--- src/rtl/alu_pkg.sv ---
// alu_pkg: shared FSM states and constants for the ALU request unit
package alu_pkg;
  typedef enum logic [1:0] {IDLE, EXEC, RESP} state_t;
  localparam int DEF_WIDTH = 32;
  localparam int DEF_NUM_OPS = 10;
  localparam int SEL_W = 4;
  localparam int CNT_W = 2;
  function automatic logic sel_legal(logic [SEL_W-1:0] sel, int num_ops);
    return 32'(sel) < 32'(num_ops);
  endfunction
endpackage

--- src/rtl/alu_req_unit_if.sv ---
// alu_req_unit_if: request/response handshake bundle between a requester and the ALU request unit
interface alu_req_unit_if #(
  parameter int WIDTH = alu_pkg::DEF_WIDTH,
  parameter int TAG_W = 4
);
  logic req_valid;
  logic req_ready;
  logic [WIDTH-1:0] req_a;
  logic [WIDTH-1:0] req_b;
  logic [alu_pkg::SEL_W-1:0] req_sel;
  logic [TAG_W-1:0] req_tag;
  logic rsp_valid;
  logic rsp_ready;
  logic [WIDTH-1:0] rsp_res;
  logic [TAG_W-1:0] rsp_tag;
  logic rsp_zero;
  logic rsp_err;
  modport master (
    output req_valid, req_a, req_b, req_sel, req_tag, rsp_ready,
    input  req_ready, rsp_valid, rsp_res, rsp_tag, rsp_zero, rsp_err
  );
  modport slave (
    input  req_valid, req_a, req_b, req_sel, req_tag, rsp_ready,
    output req_ready, rsp_valid, rsp_res, rsp_tag, rsp_zero, rsp_err
  );
endinterface

--- src/rtl/alu_req_unit.sv ---
// alu_req_unit: accepts tagged ALU requests, drives a registered external ALU and returns the tagged result
module alu_req_unit
  import alu_pkg::*;
#(
  parameter int WIDTH = DEF_WIDTH,
  parameter int TAG_W = 4,
  parameter int LAT = 1,
  parameter int NUM_OPS = DEF_NUM_OPS
) (
  input  logic clk,
  input  logic rst,
  alu_req_unit_if.slave bus,
  output logic [WIDTH-1:0] alu_a,
  output logic [WIDTH-1:0] alu_b,
  output logic [SEL_W-1:0] alu_sel,
  input  logic [WIDTH-1:0] alu_res,
  output logic busy,
  output logic [15:0] ops_done
);
  state_t state, state_nx;
  logic [CNT_W-1:0] cnt;
  logic acc, legal, rsp_hs;
  assign bus.rsp_valid = state == RESP;
  assign busy = state != IDLE;
  // a completing response frees the unit in the same cycle, so a new request can ride on it
  always_comb begin
    bus.req_ready = !rst && (state == IDLE || (state == RESP && bus.rsp_ready));
    acc = bus.req_valid && bus.req_ready;
    legal = sel_legal(bus.req_sel, NUM_OPS);
    rsp_hs = bus.rsp_valid && bus.rsp_ready;
    state_nx = acc ? (legal ? EXEC : RESP)
             : state == EXEC ? (cnt == '0 ? RESP : EXEC)
             : rsp_hs ? IDLE : state;
  end
  always_ff @(posedge clk) begin
    if (rst) begin
      state <= IDLE;
      cnt <= '0;
      alu_a <= '0;
      alu_b <= '0;
      alu_sel <= '0;
      bus.rsp_res <= '0;
      bus.rsp_tag <= '0;
      bus.rsp_zero <= 1'b0;
      bus.rsp_err <= 1'b0;
      ops_done <= '0;
    end else begin
      state <= state_nx;
      if (rsp_hs) ops_done <= ops_done + 16'd1;
      if (acc) begin
        bus.rsp_tag <= bus.req_tag;
        if (legal) begin
          alu_a <= bus.req_a;
          alu_b <= bus.req_b;
          alu_sel <= bus.req_sel;
          cnt <= CNT_W'(LAT - 1);
        end else begin
          bus.rsp_res <= '0;
          bus.rsp_zero <= 1'b0;
          bus.rsp_err <= 1'b1;
        end
      end else if (state == EXEC) begin
        if (cnt == '0) begin
          bus.rsp_res <= alu_res;
          bus.rsp_zero <= alu_res == '0;
          bus.rsp_err <= 1'b0;
        end else cnt <= cnt - 1'b1;
      end
    end
  end
endmodule

--- src/flat_wrapper.sv ---
// flat-port wrapper written by rule: the top's interface ports become plain ports
module alu_req_unit_flat import alu_pkg::*;
#(
  parameter int WIDTH = DEF_WIDTH,
  parameter int TAG_W = 4,
  parameter int LAT = 1,
  parameter int NUM_OPS = DEF_NUM_OPS
)
  (clk, rst, alu_a, alu_b, alu_sel, alu_res, busy, ops_done, bus_req_valid, bus_req_a, bus_req_b, bus_req_sel, bus_req_tag, bus_rsp_ready, bus_req_ready, bus_rsp_valid, bus_rsp_res, bus_rsp_tag, bus_rsp_zero, bus_rsp_err);
  alu_req_unit_if #(.WIDTH(WIDTH), .TAG_W(TAG_W)) bus_i ();
  input  logic clk;
  input  logic rst;
  output logic [WIDTH-1:0] alu_a;
  output logic [WIDTH-1:0] alu_b;
  output logic [SEL_W-1:0] alu_sel;
  input  logic [WIDTH-1:0] alu_res;
  output logic busy;
  output logic [15:0] ops_done;
  input wire logic [$bits(bus_i.req_valid)-1:0] bus_req_valid;
  input wire logic [$bits(bus_i.req_a)-1:0] bus_req_a;
  input wire logic [$bits(bus_i.req_b)-1:0] bus_req_b;
  input wire logic [$bits(bus_i.req_sel)-1:0] bus_req_sel;
  input wire logic [$bits(bus_i.req_tag)-1:0] bus_req_tag;
  input wire logic [$bits(bus_i.rsp_ready)-1:0] bus_rsp_ready;
  output wire logic [$bits(bus_i.req_ready)-1:0] bus_req_ready;
  output wire logic [$bits(bus_i.rsp_valid)-1:0] bus_rsp_valid;
  output wire logic [$bits(bus_i.rsp_res)-1:0] bus_rsp_res;
  output wire logic [$bits(bus_i.rsp_tag)-1:0] bus_rsp_tag;
  output wire logic [$bits(bus_i.rsp_zero)-1:0] bus_rsp_zero;
  output wire logic [$bits(bus_i.rsp_err)-1:0] bus_rsp_err;
  assign bus_i.req_valid = bus_req_valid;
  assign bus_i.req_a = bus_req_a;
  assign bus_i.req_b = bus_req_b;
  assign bus_i.req_sel = bus_req_sel;
  assign bus_i.req_tag = bus_req_tag;
  assign bus_i.rsp_ready = bus_rsp_ready;
  assign bus_req_ready = bus_i.req_ready;
  assign bus_rsp_valid = bus_i.rsp_valid;
  assign bus_rsp_res = bus_i.rsp_res;
  assign bus_rsp_tag = bus_i.rsp_tag;
  assign bus_rsp_zero = bus_i.rsp_zero;
  assign bus_rsp_err = bus_i.rsp_err;
  alu_req_unit #(.WIDTH(WIDTH), .TAG_W(TAG_W), .LAT(LAT), .NUM_OPS(NUM_OPS)) u_core (.clk(clk), .rst(rst), .bus(bus_i), .alu_a(alu_a), .alu_b(alu_b), .alu_sel(alu_sel), .alu_res(alu_res), .busy(busy), .ops_done(ops_done));
endmodule
--- config.mk ---
export PLATFORM = sky130hd
export DESIGN_NAME = alu_req_unit_flat
export DESIGN_NICKNAME = d
export VERILOG_FILES = /design/src/rtl/alu_pkg.sv /design/src/rtl/alu_req_unit_if.sv /design/src/rtl/alu_req_unit.sv /design/src/flat_wrapper.sv
export SDC_FILE = /design/constraint.sdc
export NUM_CORES = 1
export LEC_CHECK = 0
export CORE_AREA = 2 2 110 112
export CTS_BUF_LIST = sky130_fd_sc_hd__clkbuf_8
export DETAILED_ROUTE_END_ITERATION = 10
export DIE_AREA = 0 0 112 114
export GPL_TIMING_DRIVEN = 0
export PLACE_DENSITY = 0.82
export SLEW_MARGIN = 20
export SYNTH_ARGS = -nofsm -noshare
export SYNTH_HDL_FRONTEND = slang
export SYNTH_SLANG_ARGS = --single-unit
export TNS_END_PERCENT = 20
--- constraint.sdc ---
create_clock -name clk -period 2 [get_ports clk]
set_input_delay 0.4 -clock clk [delete_from_list [all_inputs] [get_ports clk]]
set_output_delay 0.4 -clock clk [all_outputs]
set_load 0.01 [all_outputs]
==> run metrics, run 1 <==
post-synth top area share=0.5290; Reg2Reg Depth=4; Worst-path clk slew=70 ps; delay-heaviest family, CP=buffers and inverters; Syn Nets=698; core area=11710 sq um; cell row count=40; initial antenna violation count=0; io pins=233; worst path bufs/invs=1; synth unique cells=42; Req. time, crit path=1600 ps; RR Startpoint=u_core.ops_done[5]; routability cong.=0.8324; Slew Viols, Final=0; Setup CP Type=register to primary output; Seq/Total Area, Yosys=0.5290; Worst Tran Pin Value=634.9 ps; TritonCTS clock tree=done; Leak=2.777 nW; P_sw=0.001431 W; H-tree levels=4; antenna cells=0; top post-synthesis cells by count=nand2_1 (175), dfxtp_1 (126), a21oi_1 (109); Area contributors post-synth=dfxtp_1 (53%), nand2_1 (14%), a21oi_1 (11%); synth warn=0; Max Fclk=522.8 MHz; clk root buf=clkbuf_8; Mapped Avg Cell Area=8.109 sq um; Fin Clk Skew=8.959 ps; Initial Util=0.4072; largest stage delay on the critical path=590 ps; fin crit share=0.9563; gr usage total=0.2306; die area=12770 sq um; overall power=0.005886 W; Pre-antenna DRT Iters=4; Post-synth EDFFs=0; wire per inst=14.67 um; FF-to-FF setup slack=220 ps; Layout area overhead=61.56%; CTS buffer count=17; # port buffers=232; final instance area=7704 sq um; HP Start=u_core.bus.rsp_res[6]; chip height=114 um; CTS Sinks=126; internal power=0.004456 W; Clk pwr share=0.389; drt drc=0; Placed Area=7274 sq um; Comb pwr share=0.156; crit path time final=1913 ps; total vias in the final route=4989; Syn Inst Count=588; Detailed Route Iter0 Violations=300; ys flop type=dfxtp_1; Hold Path Depth=2; Clock Latency Late Sink=440 ps; HP Class=register to register; Yosys reg bits=126; layout cell share with drive strength beyond 1=0.06808; R2R Path End=u_core.ops_done[15]; crit-path max FO=7; Startpoint Class=register; area leader, netlist=dfxtp_1; Slew headroom=0.5767; power per cell area=764.1 nW/um^2; largest net degree at the start of global routing=17; Critical Path, Cell by Cell=clkdlybuf4s50_1; clock tree buffer depth=2; Post-CTS Setup Repair Bufs=0; VDD IR max=0.5280 mV; Async SR Flop Fraction=0; share of total power in sequential cells=0.455; Max-Cap Viols=0; outcome=completed; gr ovfl total=0; hold-critical path endpoint=u_core.bus.rsp_res[6]; top-count cell post-synth=nand2_1; Crit. End Element=primary output; mapped cell area=4768 sq um; Die W=112 um; Crit path arrival time=1510 ps; critical path's slowest cell=clkdlybuf4s50_1; via density per instance=4.994; Final setup violation count=0; Sw Share=0.2430; nets=949; post-DP HPWL=10760 um; vias in the first global route=4627; Detail Route Antenna Nets=0; final wirelength=14650 um; Hold Buf Count CTS=0; first-pass GRT wire length=23420 um; final hold vios=0; fillcell total=1040
==> power by group through the flow <==
stage	Clock [W]	Sequential, W	Combinational (W)
final	0.00229	0.00268	0.000919
after detailed placement	0	0.00273	0.000921
after global placement	0	0.00273	0.000915
after floorplan	0	0.00278	0.000314
after CTS	0.00233	0.00268	0.000922
after global routing	0.00247	0.00269	0.00100
==> cell type report <==
cell class	count	area, sq um	share of cell area
plain buffers	41	198.9	0.02582
well taps	147	183.9	0.02388
clock inverters	11	123.9	0.01608
multi-input cells	415	2042	0.2651
inverters	6	22.52	0.002924
clock buffers	21	289.0	0.03752
repair buffers	232	2320	0.3011
flip-flops and latches	126	2524	0.3276
==> how the worst max path moves through the flow <==
| stage | startpoint | end | depth (start not counted) |
|---|---|---|---|
| floorplan | u_core.ops_done[0] | u_core.ops_done[14] | 6 |
| finish | u_core.ops_done[3] | ops_done[3] | 1 |
| CTS | rst | bus_req_ready | 4 |
| global route | u_core.state[1] | bus_req_ready | 3 |
| detailed placement | rst | bus_req_ready | 4 |
| global placement | rst | bus_req_ready | 4 |
==> registers in the layout, indices dropped and copies added (netlist names) <==
signal	cells
u_core.alu_sel	4
u_core.ops_done	16
u_core.bus.rsp_tag	4
u_core.alu_a	32
u_core.bus.rsp_err	1
u_core.bus.rsp_zero	1
u_core.alu_b	32
u_core.cnt	2
u_core.state	2
u_core.bus.rsp_res	32
==> routing by layer <==
layer	up-vias	GRT usage	part of all wire
li1	2490	-	-
met1	2306	0.2844	0.42
met2	164	0.3721	0.48
met3	29	0.07492	0.076
met4	0	0.1008	0.025
met5	-	0	0
==> through the flow <==
stage / worst slack (ps) / std cells / hold slack [ps] / util / TNS [ps]
after floorplan: 361.8 / 588 / 476.1 / - / 0
after global placement: -488.0 / 967 / 437.1 / 0.6212 / -41190
after detailed placement: -484.1 / 967 / 443.6 / 0.6212 / -42130
after CTS: -83.70 / 999 / 452.3 / 0.6565 / -83.70
after global routing: -0.4240 / 999 / 467.3 / 0.6578 / -0.4240
final: 87.35 / 999 / 449.8 / 0.6578 / 0
==> placed cells by master (no fill, tap or decap), types with 2 or more instances in the layout <==
cell / instances
clkdlybuf4s50_1: 227
nand2_1: 175
dfxtp_1: 125
a21oi_1: 109
nand3_1: 44
clkbuf_8: 21
clkbuf_1: 20
nor2_1: 19
inv_1: 11
buf_2: 10
xor2_1: 9
buf_4: 7
nor4_1: 7
nand4_1: 6
or4_1: 5
o31ai_1: 4
dlygate4sd2_1: 4
and3_1: 3
bufinv_16: 3
clkinv_2: 3
nor3_1: 2
nand2b_1: 2
o31a_1: 2
and4b_1: 2
clkbuf_2: 2
o21ai_0: 2
a2111oi_0: 2
ha_1: 2
==> logic make-up after synthesis <==
logic type	count (synthesis)	synth area share
DFF	126	0.5290
adders and majority gates	2	0.005247
muxes	1	0.002099
AOI/OAI and AO/OA	124	0.1409
and+or+nand+nor	278	0.2593
xor gates and xnor gates	10	0.01837
buffers and inverters	47	0.04513
==> timing repair <==
action,CTS,global route
gates resized for setup,8,7
setup endpoints to repair,4,64
hold endpoints to repair,0,0
Power figures use the tool's default switching activity.
==> inputs of run 2 (changes only) <==
HOLD_SLACK_MARGIN = 0.03   (was not set)
==> results of run 2 <==
No change in the layout: final DEF, timing and power equal those of run 1.
==> inputs of run 3 (changes only) <==
SETUP_SLACK_MARGIN = 0.15   (was not set)
==> run metrics, run 3 (synthesis gave the netlist of run 1 again) <==
crit-path max FO=5 (-2); most frequent cells in the layout=clkdlybuf4s50_1 (227), nand2_1 (175), dfxtp_1 (124); most common cell after layout, fill and taps aside=clkdlybuf4s50_1; Worst Tran Pin Value=606.5 ps (-28.49 ps); wire per inst=14.64 um (-0.19%); Leak=2.793 nW (+0.55%); crit path time final=1853 ps (-60.10 ps); fin crit share=0.9263 (-0.03005); largest net degree at the start of global routing=17 (unchanged); Slew headroom=0.5957 (+0.01899); Fin Clk Skew=8.598 ps (-0.3608 ps); Critical Path, Cell by Cell=clkdlybuf4s50_1; H-tree levels=4 (unchanged); Clock Latency Late Sink=440 ps (about the same); CTS buffer count=17 (unchanged); layout cell share with drive strength beyond 1=0.08089 (+0.01282); setup tns final=0 ps (unchanged); Detailed Route Iter0 Violations=266 (-11%); via density per instance=4.998 (about the same); Crit path arrival time=1450 ps (-60 ps); Crit. End Element=primary output; Detail Route Antenna Nets=0 (unchanged); Req. time, crit path=1600 ps (about the same); Setup CP Type=register to primary output; TritonCTS clock tree=done; die area=12770 sq um (unchanged); Pre-antenna DRT Iters=6 (+2); final wirelength=14640 um (about the same); largest stage delay on the critical path=590 ps (about the same); Layout area overhead=62.11%; Max Fclk=539.8 MHz (+3.2%); HP Class=register to register; final hold vios=0 (unchanged); Worst-path clk slew=70 ps (about the same); nets=950 (+0.11%); Startpoint Class=register; Hold Buf Count CTS=0 (unchanged); cell row count=40 (unchanged); gr ovfl total=0 (unchanged); RSZ-0062 raised after global routing=true; largest registers=u_core.alu_a: 32 flops, u_core.alu_b: 32 flops, u_core.bus.rsp_res: 32 flops; worst path bufs/invs=1 (unchanged); VDD IR max=0.5282 mV (about the same); overall power=0.005894 W (+0.13%); CTS Sinks=126 (unchanged); Die W=112 um (unchanged); gr usage total=0.2314 (+0.0007920); Slew Viols, Final=0 (unchanged); drt drc=0 (unchanged); Max-Cap Viols=0 (unchanged); fillcell total=1036 (-0.38%); Initial Util=0.4072 (unchanged); delay-heaviest family, CP=buffers and inverters; vias in the first global route=4643 (+0.35%); outcome=completed; core area=11710 sq um (unchanged); # port buffers=232 (unchanged); Final setup violation count=0 (unchanged); critical path's slowest cell=clkdlybuf4s50_1; routability cong.=0.8324 (unchanged); initial antenna violation count=0 (unchanged); total vias in the final route=4998 (+0.18%); io pins=233 (unchanged); post-DP HPWL=10760 um (unchanged); clock tree buffer depth=2 (unchanged); power per cell area=762.5 nW/um^2 (-0.21%); chip height=114 um (unchanged); first-pass GRT wire length=23510 um (+0.38%); antenna cells=0 (unchanged); clk root buf=clkbuf_8
==> run 3: layer usage <==
layer / GRT usage / part of all wire
met1: 0.2874 / 0.42
met2: 0.3713 / 0.48
met3: 0.07492 / 0.077
met4: 0.1008 / 0.026
met5: 0 / 0
==> run 3: tightest hold or removal path, cell delays in order (launching register included) <==
cell and delay [ps]:
dfxtp_1 310, nand2_1 50, a21oi_1 50
==> run 3: final timing paths <==
path                                             from               endpoint  slack (ps)  depth (start not counted)
worst max-delay path               u_core.ops_done[1]            ops_done[1]         150                          1
worst min-delay path            u_core.bus.rsp_res[6]  u_core.bus.rsp_res[6]         450                          2
worst min register to register  u_core.bus.rsp_res[6]  u_core.bus.rsp_res[6]         450                          2
worst max register to register     u_core.ops_done[5]    u_core.ops_done[15]         230                          4
==> run 3: report_power, final <==
part / total, W / switching (W) / internal (W)
combinational: 0.000928 / 0.000425 / 0.000503
clock: 0.00229 / 0.000949 / 0.00134
sequential: 0.00268 / 0.0000576 / 0.00262
total: 0.00589 / 0.00143 / 0.00446
==> run 3: final cells by class <==
| type | instances | area (sq um) | area share |
|---|---|---|---|
| timing repair buffer | 233 | 2322 | 0.3004 |
| sequential | 126 | 2525 | 0.3266 |
| buffer | 41 | 214.0 | 0.02768 |
| clock inverter | 11 | 123.9 | 0.01602 |
| tap | 147 | 183.9 | 0.02379 |
| inverter | 6 | 22.52 | 0.002914 |
| clock buffer | 21 | 289.0 | 0.03739 |
| multi-input combinational | 415 | 2049 | 0.2651 |
==> run 3: stage by stage <==
stage,hold WS [ps],cells,area (sq um),utilization,worst slack [ps]
after global routing,467.3,1000,7730,0.6600,81.77
after floorplan,476.1,588,4768,-,361.8
after global placement,437.1,967,7274,0.6212,-488.0
final,449.3,1000,7730,0.6600,147.5
after CTS,452.3,999,7700,0.6575,58.93
after detailed placement,443.6,967,7274,0.6212,-484.1
==> run 3: repair_timing <==
action / 4_1_cts / 5_1_grt
endpoints found under the setup margin: 83 / 80
gates cloned: 0 / 0
buffers inserted: 0 / 1
resized for setup: 16 / 19
